**src/rtl/bcd_display_scan.sv**
```systemverilog
// Six-digit multiplexed seven-segment driver. A snapshot of the BCD inputs is taken once per
// frame and scanned digit by digit with blinking, DP, leading-zero blanking and bad-code flags.
module bcd_display_scan #(
  parameter int unsigned SCAN_DIV       = 50000,
  parameter int unsigned BLINK_FRAMES   = 64,
  parameter bit          SEG_ACTIVE_LOW = 1'b1
) (
  input  logic       CP,
  input  logic       reset,
  input  logic       EN,
  input  logic [3:0] HourH,
  input  logic [3:0] HourL,
  input  logic [3:0] MinH,
  input  logic [3:0] MinL,
  input  logic [3:0] SecH,
  input  logic [3:0] SecL,
  input  logic [5:0] blink_mask,
  input  logic [5:0] dp_mask,
  input  logic       blank_lz,
  output logic [5:0] AN,
  output logic [6:0] SEG,
  output logic       DP,
  output logic       frame_tick
);

  localparam int unsigned SW = (SCAN_DIV > 1) ? $clog2(SCAN_DIV) : 1;
  localparam int unsigned FW = (BLINK_FRAMES > 1) ? $clog2(BLINK_FRAMES) : 1;
  localparam logic [SW-1:0] ScanLast  = SW'(SCAN_DIV - 1);
  localparam logic [FW-1:0] FrameLast = FW'(BLINK_FRAMES - 1);

  logic [SW-1:0] r_scan_cnt;
  logic [2:0]    r_idx;
  logic [FW-1:0] r_frame_cnt;
  logic          r_blink_phase;
  logic [23:0]   r_snap;
  logic [5:0]    r_snap_dp;
  logic [5:0]    r_an;
  logic [6:0]    r_seg;
  logic          r_dp;
  logic          r_frame_tick;

  logic          w_digit_end;
  logic          w_frame_wrap;
  logic [3:0]    w_digit;
  logic [6:0]    w_seg_dec;
  logic          w_blank;

  always_comb begin
    w_digit_end  = (r_scan_cnt == ScanLast);
    w_frame_wrap = w_digit_end && (r_idx == 3'd5);

    case (r_idx)
      3'd0:    w_digit = r_snap[3:0];
      3'd1:    w_digit = r_snap[7:4];
      3'd2:    w_digit = r_snap[11:8];
      3'd3:    w_digit = r_snap[15:12];
      3'd4:    w_digit = r_snap[19:16];
      3'd5:    w_digit = r_snap[23:20];
      default: w_digit = 4'd0;
    endcase

    // Codes A-F show a lone dash so a corrupted counter is visible on the board.
    case (w_digit)
      4'd0:    w_seg_dec = 7'h3F;
      4'd1:    w_seg_dec = 7'h06;
      4'd2:    w_seg_dec = 7'h5B;
      4'd3:    w_seg_dec = 7'h4F;
      4'd4:    w_seg_dec = 7'h66;
      4'd5:    w_seg_dec = 7'h6D;
      4'd6:    w_seg_dec = 7'h7D;
      4'd7:    w_seg_dec = 7'h07;
      4'd8:    w_seg_dec = 7'h7F;
      4'd9:    w_seg_dec = 7'h6F;
      default: w_seg_dec = 7'h40;
    endcase

    w_blank = (blink_mask[r_idx] && r_blink_phase) ||
              ((r_idx == 3'd5) && blank_lz && (r_snap[23:20] == 4'd0));
  end

  always_ff @(posedge CP) begin
    if (reset) begin
      r_scan_cnt    <= '0;
      r_idx         <= 3'd0;
      r_frame_cnt   <= '0;
      r_blink_phase <= 1'b0;
      r_snap        <= 24'd0;
      r_snap_dp     <= 6'd0;
      r_an          <= 6'd0;
      r_seg         <= 7'd0;
      r_dp          <= 1'b0;
      r_frame_tick  <= 1'b0;
    end else if (EN) begin
      r_scan_cnt <= w_digit_end ? '0 : r_scan_cnt + 1'b1;
      if (w_digit_end) begin
        r_idx <= (r_idx == 3'd5) ? 3'd0 : r_idx + 3'd1;
      end
      if (w_frame_wrap) begin
        r_snap    <= {HourH, HourL, MinH, MinL, SecH, SecL};
        r_snap_dp <= dp_mask;
        if (r_frame_cnt == FrameLast) begin
          r_frame_cnt   <= '0;
          r_blink_phase <= ~r_blink_phase;
        end else begin
          r_frame_cnt <= r_frame_cnt + 1'b1;
        end
      end
      r_an         <= 6'd1 << r_idx;
      r_seg        <= w_blank ? 7'd0 : w_seg_dec;
      r_dp         <= !w_blank && r_snap_dp[r_idx];
      r_frame_tick <= w_frame_wrap;
    end else begin
      // Counters hold so scanning resumes mid-digit; the display goes dark meanwhile.
      r_an         <= 6'd0;
      r_seg        <= 7'd0;
      r_dp         <= 1'b0;
      r_frame_tick <= 1'b0;
    end
  end

  assign AN         = {6{SEG_ACTIVE_LOW}} ^ r_an;
  assign SEG        = {7{SEG_ACTIVE_LOW}} ^ r_seg;
  assign DP         = SEG_ACTIVE_LOW ^ r_dp;
  assign frame_tick = r_frame_tick;

endmodule

```
**config.mk**
```make
export PLATFORM = sky130hd
export DESIGN_NAME = bcd_display_scan
export DESIGN_NICKNAME = d
export VERILOG_FILES = /design/src/rtl/bcd_display_scan.sv
export SDC_FILE = /design/constraint.sdc
export NUM_CORES = 1
export LEC_CHECK = 0
export ABC_AREA = 1
export CAP_MARGIN = 40
export CELL_PAD_IN_SITES_DETAIL_PLACEMENT = 1
export CELL_PAD_IN_SITES_GLOBAL_PLACEMENT = 1
export CORE_MARGIN = 2
export CORE_UTILIZATION = 34
export DETAILED_ROUTE_END_ITERATION = 10
export GPL_TIMING_DRIVEN = 0
export PLACE_DENSITY_LB_ADDON = 0.1
export SLEW_MARGIN = 20
export SYNTH_ARGS = -nofsm -noshare
export SYNTH_HDL_FRONTEND = slang
export SYNTH_SLANG_ARGS = --single-unit
```
**constraint.sdc**
```tcl
create_clock -name CP -period 2.3 [get_ports CP]
set_clock_uncertainty 0.15 [all_clocks]
set_input_delay 0.46 -clock CP [delete_from_list [all_inputs] [get_ports CP]]
set_output_delay 0.46 -clock CP [all_outputs]
set_load 0.01 [all_outputs]
```
==> results of run 1 <==
metrics by stage:
step | setup slack (ns) | utilization (%) | hold slack [ns]
5_1_grt | 0.00336 | 45.3 | 0.353
3_3_place_gp | -0.287 | 42.0 | 0.303
2_1_floorplan | 0.0953 | - | 0.291
6_report | 0.165 | 45.3 | 0.318
3_5_place_dp | -0.345 | 42.0 | 0.310
4_1_cts | 0.0186 | 44.4 | 0.321
state kept, by name, summed over array words and instances, names as in the netlist, 3 cells and up:
signal       cells
r_idx            3
r_an             6
r_snap          24
r_snap_dp        6
r_frame_cnt      6
r_seg            7
r_scan_cnt      16
timing repair:
action / CTS / global route
setup buffers: 1 / 5
gates cloned: 0 / 0
resized for setup: 5 / 14
setup endpoints to repair: 7 / 41
pin swaps: 1 / 4
power breakdown:
group	total (µW)	switching, µW	internal [µW]
registers	1240	5.30	1240
logic	142	61.1	81.3
clock network	1100	491	607
layout by cell type (no fill, tap or decap), types with 11 or more instances in the layout:
master           netlist  layout
a21oi_1               28      28
dfxtp_1               71      68
clkdlybuf4s50_1        0      53
nor2_1                63      59
nor3_1                14      13
nand3_1               41      40
nand2_1              151     150
nand4_1               11      11
inv_1                 51      50
cell type report:
type / instances / area share (%)
flip-flops and latches: 71 / 32.4
well taps: 133 / 3.78
repair buffers: 59 / 13.1
inverters: 60 / 5.12
multi-input cells: 355 / 39.1
clock buffers: 10 / 2.90
clock inverters: 6 / 1.93
plain buffers: 13 / 1.71
worst register-to-register path, delay by kind of cell (launching register included):
| family | cells | cell delay, ns |
|---|---|---|
| fa+ha+maj | 2 | 0.46 |
| simple gates | 8 | 0.66 |
| buf+inv | 6 | 0.43 |
| flops | 1 | 0.34 |
path summary, 6_finish.rpt:
kind | start | to | slack, ns | cells after the start
max | r_idx[0]$_SDFFE_PP0P_ | r_seg[3]$_SDFF_PP0_ | 0.17 | 16
min | r_snap[9]$_SDFFE_PP0P_ | r_snap[9]$_SDFFE_PP0P_ | 0.32 | 2
max reg2reg | r_idx[0]$_SDFFE_PP0P_ | r_seg[3]$_SDFF_PP0_ | 0.17 | 16
min reg2reg | r_snap[9]$_SDFFE_PP0P_ | r_snap[9]$_SDFFE_PP0P_ | 0.32 | 2
cell families after synthesis:
| kind of cell | synth area share, % |
|---|---|
| AND/OR/NAND/NOR | 38.1 |
| buffers and inverters | 8.61 |
| flip-flops | 42.0 |
| AO/OA/AOI/OAI | 6.91 |
| adder cells (fa/ha/maj) | 3.33 |
| XOR/XNOR | 1.03 |
per-layer routing:
layer  GRT usage, %  wire [µm]
met1           24.6       4870
met3           4.03        389
met5              0          0
met2           31.3       4590
met4           6.18        132
==> results.md, run 1 <==
- Status: finished clean
- Crit path DAT: approximately 2.2 ns
- Crit path required time: ~2.4 ns
- Critical path capture point type: register
- Slew Viols, Final: 0
- Relative slew slack: approximately three fifths
- Gpl congestion: approximately 0.82
- Total negative slack: 0 ns
- Fill cell count: between 1k and 1.5k
- Synth unique cells: 30
- Max stage delay cell, worst path: dfxtp_2
- Synth async-reset ratio: 0%
- CTS tree: done
- Cell with the most instances after synthesis: nand2_1
- Mapped Area: between 0.003 and 0.004 mm²
- Post-synth top area cell: dfxtp_1
- Number of global-route vias before repair: ~3.4k
- GRT Total Usage: between 10% and 20%
- Post-synth net total: between 500 and 600
- Crit-path cells: buf_6, nand2_4, inv_1, ha_4, nand2_1, inv_1, nor2_1, nand2_1, nor2_4, inv_1, ha_1, inv_1, nand2_1, inv_1, nor2_2, nor2_1
- Setup Viol. Count Final: 0
- Synthesis-to-finish area growth: 30.0%
- Crit share post-route: roughly 93%
- Power Density: roughly 560 mW/mm²
- Final WL: ~10000 µm
- Initial DRC count: 120
- Area of the multi-input gates: between 0.0015 and 0.002 mm²
- Post-Synthesis Cells: about 500
- Max incr delay on CP: ~0.34 ns
- Ranking of synthesized cells by area: dfxtp_1 42%, nand2_1 17%, nor2_1 7.0%
- Peak supply drop: between 300 and 400 µV
- Total grt overflow: 0
- Count of input and output buffers: 53
- Worst Hold Class: reg -> reg
- First-pass iteration count of the detailed router: 4
- Startpoint types: register
- Clock root cell: clkbuf_8
- Fin crit period: 2.13 ns
- Total number of yosys warnings: 0
- Via count: approximately 3.4k
- CTS Sinks: slightly above 70
- Fin nets: 618
- Wire per inst: 14.1 µm
- # DRC: 0
- Placed cell area: around 0.0041 mm²
- Max Cap Viol: 0
- RSZ-0062 raised after global routing: no
- Die ar.: approximately 0.011 mm²
- Cell repeated most along the worst path: inv_1
- Least-Margin Pin Slew: just under 0.6 ns
- Post-Layout Cell Count: 707
- Layout cell share with drive strength beyond 1: about 11%
- Vias per cell: 4.80
- Final instance area: between 0.004 and 0.005 mm²
- Top Ports: between 50 and 60
- Total power: approximately 2500 µW
- Share of the yosys chip area belonging to registers: around two fifths
- Clk Latency, worst-skew pair: about 0.35 ns
- Max Freq: between 400 and 500 MHz
- Total core area: approximately 0.0097 mm²
- Worst setup path class: reg -> reg
- P_leak: roughly 0.0019 µW
- Hold_buf cts: 0
- Initial antenna violation count: 0
- FP Rows: 36
- TritonCTS Buffers: 9
- Crit path buffers/inverters: 6
- DP HPWL: roughly 7500 µm
- Seq. cell area: 0.00143 mm²
- Antenna Violating Nets Remaining: 0
- Die H: between 100 and 150 µm
- Max H-tree Level: 3
- Main flop type after synthesis: dfxtp_1
- Deepest clock path buffer count: 2
- Initial core utilization: roughly a third
- Worst-path clk slew: 0.08 ns
- N_diodes: 0
- Crit-path leading delay family: simple AND/OR/NAND/NOR gates
- Top cells by count, synth: 151 x nand2_1, 71 x dfxtp_1, 63 x nor2_1
- Global-route wire length before repair: ~16000 µm
- Final hold violation count: 0
- Register bit total from synthesis: 71
- Largest net degree at the start of global routing: 13
- Mean post-synth cell area: roughly 6.8 µm²
- Die width: a little over 100 µm
- # placed instances: 685
- Synth top area share: between 40% and 50%
- Post-synth EDFFs: 0
- Crit Path Max Fanout: 10
No activity file was read; power rests on OpenSTA's default activity.
==> run 2, diff against run 1 <==
- PLACE_DENSITY: not set -> 0.86
- PLACE_DENSITY_LB_ADDON: 0.1 -> not set
- SLEW_MARGIN: 20 -> 10
==> run 2 against run 1 <==
- routed wire length rose by 0.93%
- largest cell class unchanged
- fmax fell by 2.6%
- sequential power barely moved
- flip-flop and latch count did not move
- register-to-register slack got worse by 0.06 ns
- final cell count fell by 0.14%
- combinational power barely moved
- core utilization fell by 0.17 points
- critical endpoint unchanged
==> results.md, run 2 (same netlist as run 1, synthesis figures left out) <==
- Max reg flops: 24
- Top reg by flops: r_snap
- Max H-tree Level: 3
- Setup Viol. Count Final: 0
- Crit Path Max Fanout: 10
- CTS Sinks: a little over 70
- Final WL: between 10000 and 15000 µm
- Initial antenna violation count: 0
- Die width: between 100 and 150 µm
- Clock root cell: clkbuf_8
- Post-Layout Cell Count: about 710
- Count of input and output buffers: 53
- Final hold violation count: 0
- Vias per cell: ~4.8
- Biggest regs: r_snap x24, r_scan_cnt x16, r_seg x7
- TritonCTS Buffers: 9
- Commonest cells after routing, fill and taps aside: 149 x nand2_1, 68 x dfxtp_1, 60 x nor2_1, 53 x clkdlybuf4s50_1, 49 x inv_1
- First-pass iteration count of the detailed router: 4
- RSZ-0062 raised after global routing: yes
- Peak supply drop: about 290 µV
- Crit-path cells: buf_6, nand2_4, inv_2, ha_4, nand2_1, inv_1, nor2_1, nand2_1, nor2_4, inv_1, ha_1, inv_1, nand2_1, inv_1, nor2_2, nor2_1
- Final hold slack: between 0.3 and 0.4 ns
- Via count: between 3k and 4k
- Fill cell count: ~1.3k
- Largest net degree at the start of global routing: 12
- Status: finished clean
- Critical path capture point type: register
- Total grt overflow: 0
- Crit path required time: around 2.4 ns
- Commonest non-fill, non-tap cell in the layout: nand2_1
- Deepest clock path buffer count: 2
- Worst Hold Class: reg -> reg
- Number of global-route vias before repair: ~3.5k
- Crit path DAT: about 2.3 ns
- Total core area: around 0.0097 mm²
- Worst setup path class: reg -> reg
- Startpoint types: register
- # placed instances: roughly 690
- Relative slew slack: a little over three fifths
- Antenna Violating Nets Remaining: 0
- Synthesis-to-finish area growth: 29.6%
- Slew Viols, Final: 0
- Seq. cell area: ~0.0014 mm²
- Initial core utilization: roughly a third
- Cell repeated most along the worst path: inv_1
- CTS tree: done
- Gpl congestion: a little under 0.9
- DP HPWL: 7540 µm
- Layout cell share with drive strength beyond 1: a little under an eighth
- Max incr delay on CP: about 0.34 ns
- Max Freq: between 400 and 500 MHz
- Power Density: 542 mW/mm²
- Fin crit period: between 2 and 2.5 ns
- Die H: between 100 and 150 µm
- Global-route wire length before repair: 16600 µm
- Die ar.: 0.0108 mm²
- Fin nets: just over 600
- Area of the multi-input gates: roughly 0.0017 mm²
- Top Ports: 55
- Max stage delay cell, worst path: dfxtp_2
- Max Cap Viol: 0
- Worst hold path depth: 2
- Least-Margin Pin Slew: 0.555 ns
- # DRC: 0
- Worst-path clk slew: 0.07 ns
- P_leak: between 0.0015 and 0.002 µW
- GRT Total Usage: 19.1%
- Reg2reg path depth: 16
- FP Rows: 36
- N_diodes: 0
- Initial DRC count: between 100 and 150
- Crit share post-route: a little over nine tenths
- Clk Latency, worst-skew pair: ~0.35 ns
- Wire per inst: around 14 µm
run 2: cell types whose count changed in the layout (fill, tap and decap cells not counted), sizes merged:
cell      previous run  this run
bufinv               2         1
clkinv               2         1
clkinvlp             2         1
buf                 14        13
clkbuf              15        18
run 2: where the power goes:
part           switching, µW  internal [µW]
Combinational           61.9           81.4
Clock                    459            530
Sequential              5.59           1240
Total                    527           1850
run 2: final cells by class:
type	instances	share of cell area (%)
multi-input cells	355	39.5
flip-flops and latches	71	32.5
repair buffers	59	13.1
inverters	60	5.13
well taps	133	3.79
clock buffers	13	3.39
plain buffers	12	1.63
clock inverters	3	0.970
run 2: timing repair:
| action | CTS | global route |
|---|---|---|
| setup endpoints to repair | 7 | 40 |
| gates cloned | 0 | 0 |
| hold buffers | 0 | 0 |
| pin swaps | 1 | 6 |
| gates resized for setup | 7 | 19 |
| buffers inserted | 1 | 5 |
run 2: per-layer routing:
| metal | part of all wire, % | vias up | GRT usage, % |
|---|---|---|---|
| li1 | - | 1714 | - |
| met5 | 0 | - | 0 |
| met1 | 45 | 1632 | 23.1 |
| met3 | 3.7 | 10 | 4.41 |
| met4 | 1.7 | 0 | 5.89 |
| met2 | 50 | 55 | 33.6 |
run 2: worst paths after layout:
kind / start / to / slack, ns
setup / recovery: r_idx[0]$_SDFFE_PP0P_ / r_seg[3]$_SDFF_PP0_ / 0.11
setup reg to reg: r_idx[0]$_SDFFE_PP0P_ / r_seg[3]$_SDFF_PP0_ / 0.11
hold reg to reg: r_snap[7]$_SDFFE_PP0P_ / r_snap[7]$_SDFFE_PP0P_ / 0.32
hold / removal: r_snap[7]$_SDFFE_PP0P_ / r_snap[7]$_SDFFE_PP0P_ / 0.32
run 2: metrics by stage:
| stage | utilization [%] | total power, µW | setup TNS, ns | area (µm²) | setup WS, ns |
|---|---|---|---|---|---|
| finish | 45.1 | 2380 | 0 | 4390 | 0.108 |
| global route | 45.1 | 2480 | -0.0590 | 4390 | -0.0381 |
| CTS | 44.2 | 2390 | 0 | 4300 | 0.00447 |
| detailed placement | 42.0 | 1420 | -1.71 | 4080 | -0.413 |
| global placement | 42.0 | 1410 | -0.837 | 4080 | -0.230 |
| floorplan | - | 1320 | 0 | 3390 | 0.0953 |
run 2: critical path, delay by kind of cell, from the launching register on:
family                   cells  cell delay (ns)
adder cells (fa/ha/maj)      2             0.46
buffers and inverters        6             0.42
flip-flops                   1             0.34
AND/OR/NAND/NOR              8             0.72
